[src/rtl/hazard_control_unit_pkg.sv]
// rtl/hazard_control_unit_pkg.sv - shared types for the hazard control unit
package hazard_control_unit_pkg;
    localparam int REG_BITS = 5;

    typedef logic [REG_BITS-1:0] regbits_t;

    typedef enum logic [1:0] {
        RUN      = 2'd0,
        MEM_WAIT = 2'd1,
        HALT     = 2'd2
    } hcu_state_t;
endpackage

[src/rtl/hazard_control_unit_if.sv]
// rtl/hazard_control_unit_if.sv - pipeline-side hazard inputs and stall/flush controls
interface hazard_control_unit_if
    import hazard_control_unit_pkg::*;
#(
    parameter int REG_W = $bits(regbits_t),
    parameter int CNT_W = 32
);
    logic             ihit;
    logic             dhit;
    logic [REG_W-1:0] fd_rsel1;
    logic [REG_W-1:0] fd_rsel2;
    logic             fd_uses_rs1;
    logic             fd_uses_rs2;
    logic             de_Mem_Read;
    logic [REG_W-1:0] de_wsel;
    logic             ex_redirect;
    logic             em_mem_req;
    logic             ex_halt;
    logic             pc_en;
    logic             fd_stall;
    logic             fd_flush;
    logic             de_stall;
    logic             de_flush;
    logic             em_stall;
    logic             halted;
    logic [CNT_W-1:0] stall_count;
    logic [CNT_W-1:0] flush_count;

    // The pipeline (master) reports hazards; the control unit (slave) answers with controls.
    modport master (
        output ihit, dhit, fd_rsel1, fd_rsel2, fd_uses_rs1, fd_uses_rs2,
               de_Mem_Read, de_wsel, ex_redirect, em_mem_req, ex_halt,
        input  pc_en, fd_stall, fd_flush, de_stall, de_flush, em_stall, halted,
               stall_count, flush_count
    );

    modport slave (
        input  ihit, dhit, fd_rsel1, fd_rsel2, fd_uses_rs1, fd_uses_rs2,
               de_Mem_Read, de_wsel, ex_redirect, em_mem_req, ex_halt,
        output pc_en, fd_stall, fd_flush, de_stall, de_flush, em_stall, halted,
               stall_count, flush_count
    );
endinterface

[src/rtl/hazard_control_unit_sat_counter.sv]
// rtl/hazard_control_unit_sat_counter.sv - saturating event counter with enable
module sat_counter #(
    parameter int W = 32
) (
    input  logic         clk,
    input  logic         rst_n,
    input  logic         en_i,
    output logic [W-1:0] count_o
);
    localparam logic [W-1:0] ONE = {{(W-1){1'b0}}, 1'b1};

    logic [W-1:0] count_q;

    // Holds at all-ones so a long run never wraps back to a small count.
    always_ff @(posedge clk or negedge rst_n) begin
        if (!rst_n) begin
            count_q <= '0;
        end else if (en_i && (count_q != {W{1'b1}})) begin
            count_q <= count_q + ONE;
        end
    end

    assign count_o = count_q;
endmodule

[src/rtl/hazard_control_unit.sv]
// rtl/hazard_control_unit.sv - load-use, redirect, dmem-wait and halt stall/flush control
module hazard_control_unit
    import hazard_control_unit_pkg::*;
#(
    parameter int CNT_W = 32,
    parameter int REG_W = 5
) (
    input  logic                 CLK,
    input  logic                 nRST,
    hazard_control_unit_if.slave bus
);
    hcu_state_t       state_q;
    logic             flush_pend_q;
    logic [REG_W-1:0] wsel;
    logic             lu;
    logic             fl;
    logic             any_stall;
    logic             flush_commit;

    assign wsel = bus.de_wsel;
    assign lu   = bus.de_Mem_Read && (wsel != '0) &&
                  ((bus.fd_uses_rs1 && (bus.fd_rsel1 == wsel)) ||
                   (bus.fd_uses_rs2 && (bus.fd_rsel2 == wsel)));
    assign fl   = bus.ex_redirect || flush_pend_q;

    // A redirect seen while fetch misses is remembered until the registers advance.
    always_ff @(posedge CLK or negedge nRST) begin
        if (!nRST) begin
            state_q      <= RUN;
            flush_pend_q <= 1'b0;
        end else begin
            if (bus.ihit) begin
                flush_pend_q <= 1'b0;
            end else if (bus.ex_redirect) begin
                flush_pend_q <= 1'b1;
            end
            case (state_q)
                RUN: begin
                    if (bus.em_mem_req && !bus.dhit) begin
                        state_q <= MEM_WAIT;
                    end else if (bus.ex_halt && bus.ihit) begin
                        state_q <= HALT;
                    end
                end
                MEM_WAIT: begin
                    if (bus.dhit) begin
                        state_q <= RUN;
                    end
                end
                default: state_q <= HALT;
            endcase
        end
    end

    always_comb begin
        bus.pc_en    = 1'b0;
        bus.fd_stall = 1'b0;
        bus.fd_flush = 1'b0;
        bus.de_stall = 1'b0;
        bus.de_flush = 1'b0;
        bus.em_stall = 1'b0;
        bus.halted   = 1'b0;
        if (nRST) begin
            case (state_q)
                RUN: begin
                    if (fl) begin
                        bus.fd_flush = 1'b1;
                        bus.de_flush = 1'b1;
                        bus.pc_en    = 1'b1;
                    end else if (lu) begin
                        bus.fd_stall = 1'b1;
                        bus.de_stall = 1'b1;
                    end else begin
                        bus.pc_en    = bus.ihit;
                    end
                end
                MEM_WAIT: begin
                    bus.fd_stall = 1'b1;
                    bus.em_stall = 1'b1;
                end
                default: begin
                    bus.fd_stall = 1'b1;
                    bus.de_flush = 1'b1;
                    bus.halted   = 1'b1;
                end
            endcase
        end
    end

    assign any_stall    = bus.fd_stall || bus.de_stall || bus.em_stall;
    assign flush_commit = bus.fd_flush && bus.ihit;

    sat_counter #(.W(CNT_W)) u_stall_cnt (
        .clk     (CLK),
        .rst_n   (nRST),
        .en_i    (any_stall),
        .count_o (bus.stall_count)
    );

    sat_counter #(.W(CNT_W)) u_flush_cnt (
        .clk     (CLK),
        .rst_n   (nRST),
        .en_i    (flush_commit),
        .count_o (bus.flush_count)
    );
endmodule

[src/flat_wrapper.sv]
// flat-port wrapper written by rule: the top's interface ports become plain ports
module hazard_control_unit_flat import hazard_control_unit_pkg::*;
#(
    parameter int CNT_W = 32,
    parameter int REG_W = 5
)
  (CLK, nRST, bus_ihit, bus_dhit, bus_fd_rsel1, bus_fd_rsel2, bus_fd_uses_rs1, bus_fd_uses_rs2, bus_de_Mem_Read, bus_de_wsel, bus_ex_redirect, bus_em_mem_req, bus_ex_halt, bus_pc_en, bus_fd_stall, bus_fd_flush, bus_de_stall, bus_de_flush, bus_em_stall, bus_halted, bus_stall_count, bus_flush_count);
  hazard_control_unit_if #(.REG_W(REG_W), .CNT_W(CNT_W)) bus_i ();
  input  logic CLK;
  input  logic nRST;
  input wire logic [$bits(bus_i.ihit)-1:0] bus_ihit;
  input wire logic [$bits(bus_i.dhit)-1:0] bus_dhit;
  input wire logic [$bits(bus_i.fd_rsel1)-1:0] bus_fd_rsel1;
  input wire logic [$bits(bus_i.fd_rsel2)-1:0] bus_fd_rsel2;
  input wire logic [$bits(bus_i.fd_uses_rs1)-1:0] bus_fd_uses_rs1;
  input wire logic [$bits(bus_i.fd_uses_rs2)-1:0] bus_fd_uses_rs2;
  input wire logic [$bits(bus_i.de_Mem_Read)-1:0] bus_de_Mem_Read;
  input wire logic [$bits(bus_i.de_wsel)-1:0] bus_de_wsel;
  input wire logic [$bits(bus_i.ex_redirect)-1:0] bus_ex_redirect;
  input wire logic [$bits(bus_i.em_mem_req)-1:0] bus_em_mem_req;
  input wire logic [$bits(bus_i.ex_halt)-1:0] bus_ex_halt;
  output wire logic [$bits(bus_i.pc_en)-1:0] bus_pc_en;
  output wire logic [$bits(bus_i.fd_stall)-1:0] bus_fd_stall;
  output wire logic [$bits(bus_i.fd_flush)-1:0] bus_fd_flush;
  output wire logic [$bits(bus_i.de_stall)-1:0] bus_de_stall;
  output wire logic [$bits(bus_i.de_flush)-1:0] bus_de_flush;
  output wire logic [$bits(bus_i.em_stall)-1:0] bus_em_stall;
  output wire logic [$bits(bus_i.halted)-1:0] bus_halted;
  output wire logic [$bits(bus_i.stall_count)-1:0] bus_stall_count;
  output wire logic [$bits(bus_i.flush_count)-1:0] bus_flush_count;
  assign bus_i.ihit = bus_ihit;
  assign bus_i.dhit = bus_dhit;
  assign bus_i.fd_rsel1 = bus_fd_rsel1;
  assign bus_i.fd_rsel2 = bus_fd_rsel2;
  assign bus_i.fd_uses_rs1 = bus_fd_uses_rs1;
  assign bus_i.fd_uses_rs2 = bus_fd_uses_rs2;
  assign bus_i.de_Mem_Read = bus_de_Mem_Read;
  assign bus_i.de_wsel = bus_de_wsel;
  assign bus_i.ex_redirect = bus_ex_redirect;
  assign bus_i.em_mem_req = bus_em_mem_req;
  assign bus_i.ex_halt = bus_ex_halt;
  assign bus_pc_en = bus_i.pc_en;
  assign bus_fd_stall = bus_i.fd_stall;
  assign bus_fd_flush = bus_i.fd_flush;
  assign bus_de_stall = bus_i.de_stall;
  assign bus_de_flush = bus_i.de_flush;
  assign bus_em_stall = bus_i.em_stall;
  assign bus_halted = bus_i.halted;
  assign bus_stall_count = bus_i.stall_count;
  assign bus_flush_count = bus_i.flush_count;
  hazard_control_unit #(.CNT_W(CNT_W), .REG_W(REG_W)) u_core (.CLK(CLK), .nRST(nRST), .bus(bus_i));
endmodule
[config.mk]
export PLATFORM = sky130hd
export DESIGN_NAME = hazard_control_unit_flat
export DESIGN_NICKNAME = d
export VERILOG_FILES = /design/src/rtl/hazard_control_unit_pkg.sv /design/src/rtl/hazard_control_unit_if.sv /design/src/rtl/hazard_control_unit_sat_counter.sv /design/src/rtl/hazard_control_unit.sv /design/src/flat_wrapper.sv
export SDC_FILE = /design/constraint.sdc
export NUM_CORES = 1
export LEC_CHECK = 0
export CAP_MARGIN = 15
export CORE_UTILIZATION = 45
export DETAILED_ROUTE_END_ITERATION = 8
export PLACE_DENSITY = 0.76
export REMOVE_ABC_BUFFERS = 1
export SETUP_SLACK_MARGIN = 0.1
export SYNTH_ARGS = -nofsm -noshare
export SYNTH_HDL_FRONTEND = slang
export SYNTH_HIERARCHICAL = 1
export SYNTH_SLANG_ARGS = --single-unit
[constraint.sdc]
create_clock -name CLK -period 5.9 [get_ports CLK]
set_input_delay 1.18 -clock CLK [delete_from_list [all_inputs] [get_ports CLK]]
set_output_delay 1.18 -clock CLK [all_outputs]
set_load 0.01 [all_outputs]
==> results of run 1 <==
[per-stage QoR]
| stage | hold slack [ns] | setup slack, ns |
|---|---|---|
| 2_1_floorplan | 0.4884 | 2.658 |
| 3_5_place_dp | 0.4940 | 1.621 |
| 6_report | 0.4981 | 1.615 |
| 3_3_place_gp | 0.4857 | 1.677 |
| 4_1_cts | 0.5061 | 1.611 |
| 5_1_grt | 0.5161 | 1.496 |
[area by class of cell]
cell class	instances	area, um2
inverter	2	7.507
multi-input combinational	273	1868
tap	102	127.6
clock inverter	6	63.81
clock buffer	10	137.6
sequential	67	1677
timing repair buffer	96	953.4
fill	654	2893
[final timing paths]
path / endpoint / cells past startpoint / from
max in group asynchronous: u_core/u_flush_cnt/count_o[1] / 2 / nRST
worst max-delay path: bus_de_stall / 6 / bus_de_wsel[3]
worst min-delay path: u_core/u_flush_cnt/count_o[31] / 1 / u_core/u_flush_cnt/count_o[31]
worst max register to register: u_core/u_stall_cnt/count_o[29] / 8 / u_core/flush_pend_q
worst min register to register: u_core/u_flush_cnt/count_o[31] / 1 / u_core/u_flush_cnt/count_o[31]
min in group asynchronous: u_core/state_q[1] / 1 / nRST
[per-layer routing]
| layer | GRT usage, % | routed length (um) | up-vias | share of wire (%) |
|---|---|---|---|---|
| li1 | - | - | 1462 | - |
| met1 | 29.64 | 3858 | 1480 | 45 |
| met2 | 35.73 | 4173 | 100 | 49 |
| met3 | 4.941 | 452 | 8 | 5.3 |
| met4 | 6.481 | 72 | 0 | 0.84 |
| met5 | 0 | 0 | - | 0 |
[power groups by stage]
| stage | Clock (W) | Sequential, W | Combinational (W) |
|---|---|---|---|
| floorplan | 0 | 0.000543 | 0.0000644 |
| global route | 0.000423 | 0.000536 | 0.000192 |
| CTS | 0.000401 | 0.000529 | 0.000178 |
| finish | 0.000387 | 0.000529 | 0.000176 |
| global placement | 0 | 0.000535 | 0.000173 |
| detailed placement | 0 | 0.000537 | 0.000177 |
[registers in the layout, summed over array words and instances, names as in the netlist]
signal	cells
u_core/flush_pend_q	1
u_core/state_q	2
u_core/u_flush_cnt/count_o	32
u_core/u_stall_cnt/count_o	32
[cell usage after synthesis (all sizes together), types with 8 or more instances]
library cell   n
nor2          26
dfrtp         67
xnor2         50
nor4          12
nand4         33
nand3         34
xor2          18
and4           8
nand2         36
nor3          14
[cell families after synthesis]
group,share of synthesized area (%)
adders and majority gates,0.6985
muxes,1.257
DFF,46.80
and+or+nand+nor,29.34
buffers and inverters,1.048
xor gates and xnor gates,16.63
AOI/OAI and AO/OA,4.226
==> impl_metrics.json, run 1 <==
{
  "cts_sinks": 67,
  "power.internal_w": 0.0007925,
  "synth_edf_count": 0,
  "fin_area_um2": 4835,
  "post-place-cells": 540,
  "rsz0062_at_grt": "no",
  "ys_ff_latch": 67,
  "clk_latency_ns": 0.34,
  "syn_to_final_growth_pct": 34.96,
  "final_layout_size_suffix_gt1_share_pct": 9.031,
  "cts_hold_buf": 0,
  "p_per_area_nw_per_um2": 226.0,
  "clockPowerShare_pct": 35.5,
  "die-area_um2": 8321,
  "combPwrFrac_pct": 16.1,
  "setup_violations": 0,
  "path_clk_slew_ns": 0.08,
  "ys_seq_area_share_pct": 46.80,
  "totalWireLength_um": 8557,
  "tns_ns": 0,
  "critPathMostFrequentCell": "clkdlybuf4s50_1",
  "leakage_nw": 1.908,
  "num_antenna_cells": 0,
  "postPlaceCellArea_um2": 4633,
  "start_util_pct": 46.36,
  "status": "complete, no violations",
  "num_rows": 32,
  "finalHoldViolations": 0,
  "postLayoutCoreUtil_pct": 62.56,
  "core_area_um2": 7727,
  "maxSlewHeadroom_pct": 46.41,
  "slowest_delay_ns": 0.55,
  "grt_first_pass_wirelength_um": 14540,
  "ys_warn_count": 6,
  "drc_errors": 0,
  "crit_arrival_ns": 3.11,
  "synthArstFlopShare_pct": 100.0,
  "most-common-layout-cells": "94 x clkdlybuf4s50_1, 67 x dfrtp_1, 50 x xnor2_1, 34 x nand2_1, 32 x nand3_1",
  "worst-path-buf-inv": 2,
  "antenna_found_initial": 0,
  "p_total_w": 0.001093,
  "gp_congestion": 0.8141,
  "htreeDepth": 3,
  "slowest_stage": "clkdlybuf4s50_1",
  "drtIter0Drc": 115,
  "yosys_most_used_dff": "dfrtp_1",
  "worst_slew_pin_slew_ns": 0.8039,
  "clock_skew_ns": 0.009910,
  "synthTopCellsByArea": "dfrtp_1 47%, xnor2_1 12%, nand4_1 5.4%",
  "grt_max_degree": 66,
  "ys_types": 39,
  "io_buffers": 95,
  "rrSetupSlack_ns": 3.26,
  "worstPathRequired_ns": 4.72,
  "post_cts_buffers": 0,
  "crit_family": "buffers and inverters",
  "start_kind": "primary input",
  "num_io_pins": 96,
  "vias_per_cell": 5.486,
  "cts_root_buf": "clkbuf_8",
  "netlist_area_um2": 3582,
  "swShare_pct": 27.47,
  "ant_nets": 0,
  "grt_overflow": 0,
  "finalNetCount": 476,
  "cts_resized": 0,
  "drv_slew": 0,
  "synth_top_area_share_pct": 46.80,
  "cts_tree": "built",
  "p_seq_share_pct": 48.4,
  "fmax_mhz": 233.4,
  "post-route-min-period_ns": 4.285,
  "max-clock-path-buffers": 2,
  "dpl.hpwl_um": 6260,
  "fp.dieW_um": 91.22,
  "cts_buffers": 9,
  "critPathCaptureType": "primary output",
  "synth_top_cell_by_area": "dfrtp_1",
  "worstHoldPathType": "flop to flop",
  "grt_pass1_vias": 3001,
  "firstDrtPassIters": 4,
  "drv_cap": 0,
  "peakVddDrop_uv": 147.7,
  "syn-instance-count": 346,
  "switchingPower_w": 0.0003001,
  "stdcell_count": 556,
  "grt_usage_pct": 22.05,
  "die_h_um": 91.22,
  "cp_cell_sequence": "clkdlybuf4s50_1 > xor2_1 > nor4_1 > a32oi_1 > nor3_2 > clkdlybuf4s50_1",
  "fin_crit_sh_pct": 72.63,
  "avgSynthCellArea_um2": 10.35,
  "avgRoutedWirePerCell_um": 15.39,
  "detailroute.via_count": 3050,
  "final_common_cell": "clkdlybuf4s50_1",
  "crit_path_max_fanout": 4,
  "crit_type": "primary input to primary output"
}
Note: power is estimated with default switching activity, not from simulation.
==> run 2: changes to the inputs <==
- CORE_UTILIZATION: 45 -> 44
- PLACE_DENSITY: 0.76 -> 0.78
- clock period: 5.9 -> 3.7 ns (I/O delays scaled with it)
==> run 2 against run 1 <==
  * Via count rose by 2.7%
  * Wire length up 3.0%
  * Flip-flop and latch count unchanged
  * Largest power group unchanged
  * Count of clock-buffer cells in the layout unchanged
  * Sequential share of layout area is 0.17 points lower
  * Combinational power rose by 63%
  * Sequential power increased by 60%
  * Power up 60%
  * Global-route usage is essentially flat
  * Non-clock buffer count is 3 higher
  * Clock power up 59%
  * Cell count rose by 0.54%
==> impl_metrics.json, run 2 (synthesis results as in run 1) <==
{
  "fin_ws_ns": 0.3179,
  "drtIter0Drc": 115,
  "seqCellArea_um2": 1677,
  "core_area_um2": 7807,
  "status": "complete, no violations",
  "post-route-min-period_ns": 3.382,
  "fin_crit_sh_pct": 91.41,
  "fmax_mhz": 295.7,
  "antenna_found_initial": 0,
  "cp_cell_sequence": "clkdlybuf4s50_1 > xor2_1 > nor4_1 > a32oi_1 > nor3_2 > clkdlybuf4s50_1",
  "grt_max_degree": 47,
  "drc_errors": 0,
  "place_ws_ns": 0.3006,
  "grt_first_pass_wirelength_um": 14710,
  "cts_tree": "built",
  "detailroute.via_count": 3131,
  "ant_nets": 0,
  "fp.dieW_um": 92.23,
  "worst_slew_pin_slew_ns": 0.7336,
  "nFillCells": 671,
  "gp_congestion": 0.8320,
  "post_cts_buffers": 0,
  "cts_sinks": 67,
  "rsz0062_at_grt": "no",
  "grt_pass1_vias": 3070,
  "peakVddDrop_uv": 258.7,
  "leakage_nw": 1.926,
  "worstHoldPathType": "primary input to asynchronous set/reset pin",
  "path_clk_slew_ns": 0.07,
  "vias_per_cell": 5.601,
  "final_layout_size_suffix_gt1_share_pct": 9.628,
  "clk_latency_ns": 0.34,
  "drv_slew": 0,
  "num_antenna_cells": 0,
  "htreeDepth": 3,
  "most-common-layout-cells": "94 x clkdlybuf4s50_1, 67 x dfrtp_1, 50 x xnor2_1, 34 x nand2_1, 32 x nand3_1",
  "num_io_pins": 96,
  "maxSlewHeadroom_pct": 51.00,
  "start_kind": "primary input",
  "max-clock-path-buffers": 2,
  "crit_path_max_fanout": 4,
  "crit_arrival_ns": 2.64,
  "critPathLaunch": "bus_de_wsel[3]",
  "syn_to_final_growth_pct": 35.63,
  "final_common_cell": "clkdlybuf4s50_1",
  "die_h_um": 92.23,
  "cts_buffers": 9,
  "setup_violations": 0,
  "firstDrtPassIters": 4,
  "multi_input_area_um2": 1868,
  "clock_skew_ns": 0.009939,
  "slowest_delay_ns": 0.55,
  "tns_ns": 0,
  "crit_type": "primary input to primary output",
  "drv_cap": 0,
  "slowest_stage": "clkdlybuf4s50_1",
  "num_rows": 32,
  "start_util_pct": 45.88,
  "r2r-start": "u_core/state_q[0]",
  "io_buffers": 95,
  "finalNetCount": 479,
  "avgRoutedWirePerCell_um": 15.77,
  "cts_resized": 0,
  "totalWireLength_um": 8816,
  "worstPathRequired_ns": 2.96,
  "grt_usage_pct": 22.07,
  "critPathMostFrequentCell": "clkdlybuf4s50_1",
  "dpl.hpwl_um": 6466,
  "grt_overflow": 0,
  "p_per_area_nw_per_um2": 359.7,
  "cts_hold_buf": 0,
  "finalHoldViolations": 0,
  "cts_root_buf": "clkbuf_8",
  "die-area_um2": 8506,
  "critPathCaptureType": "primary output"
}
run 2: cell count changes in the layout (fill, tap and decap cells not counted), sizes merged:
cell      delta
inv          -1
buf          +3
clkinv       +2
clkinvlp     -1
run 2: cell type report:
| class | count | area share (%) |
|---|---|---|
| Sequential cell | 67 | 34.51 |
| Inverter | 2 | 0.1545 |
| Multi-Input combinational cell | 273 | 38.45 |
| Timing Repair Buffer | 99 | 20.09 |
| Clock inverter | 6 | 1.339 |
| Tap cell | 102 | 2.627 |
| Clock buffer | 10 | 2.833 |
run 2: where the power goes:
part	switching (W)	total (W)	internal, W
Sequential	0.0000680	0.000846	0.000778
Combinational	0.000127	0.000287	0.000160
Clock	0.000285	0.000615	0.000329
Total	0.000480	0.00175	0.00127
run 2: final timing paths:
check | end | slack, ns | depth (start not counted)
hold / removal | u_core/u_flush_cnt/count_o[2] | 0.40 | 2
setup reg to reg | u_core/u_flush_cnt/count_o[29] | 1.05 | 9
setup / recovery | bus_de_stall | 0.32 | 6
min in group CLK | u_core/u_flush_cnt/count_o[31] | 0.50 | 1
max in group asynchronous | u_core/u_flush_cnt/count_o[26] | 2.42 | 3
hold reg to reg | u_core/u_flush_cnt/count_o[31] | 0.50 | 1
run 2: metal layers:
layer  GRT usage [%]  part of all wire [%]  routed length [um]
met1           27.38                    43                3764
met2           37.69                    49                4358
met3           4.229                   6.1                 542
met4           8.854                   1.7                 150
met5               0                     0                   0
run 2: per-stage QoR:
step | hold slack [ns] | utilization [%] | cell area, um2 | instances | power, W
2_1_floorplan | 0.4444 | - | 3552 | 342 | 0.0009686
3_3_place_gp | 0.4871 | 59.63 | 4656 | 543 | 0.001134
3_5_place_dp | 0.4935 | 59.63 | 4656 | 543 | 0.001146
4_1_cts | 0.3941 | 62.23 | 4858 | 559 | 0.001764
5_1_grt | 0.4128 | 62.23 | 4858 | 559 | 0.001834
6_report | 0.3952 | 62.23 | 4858 | 559 | 0.001747
run 2: critical path, delay by kind of cell:
kind            cells  cell delay (ns)
buf+inv             2             1.02
simple gates        2             0.47
compound gates      1             0.21
xor+xnor            1             0.19
==> run 3: changes to the inputs <==
- CTS_CLUSTER_DIAMETER: unset -> 60
==> results of run 3 <==
Same layout as run 2: the final DEF is identical, and so are final timing and power.
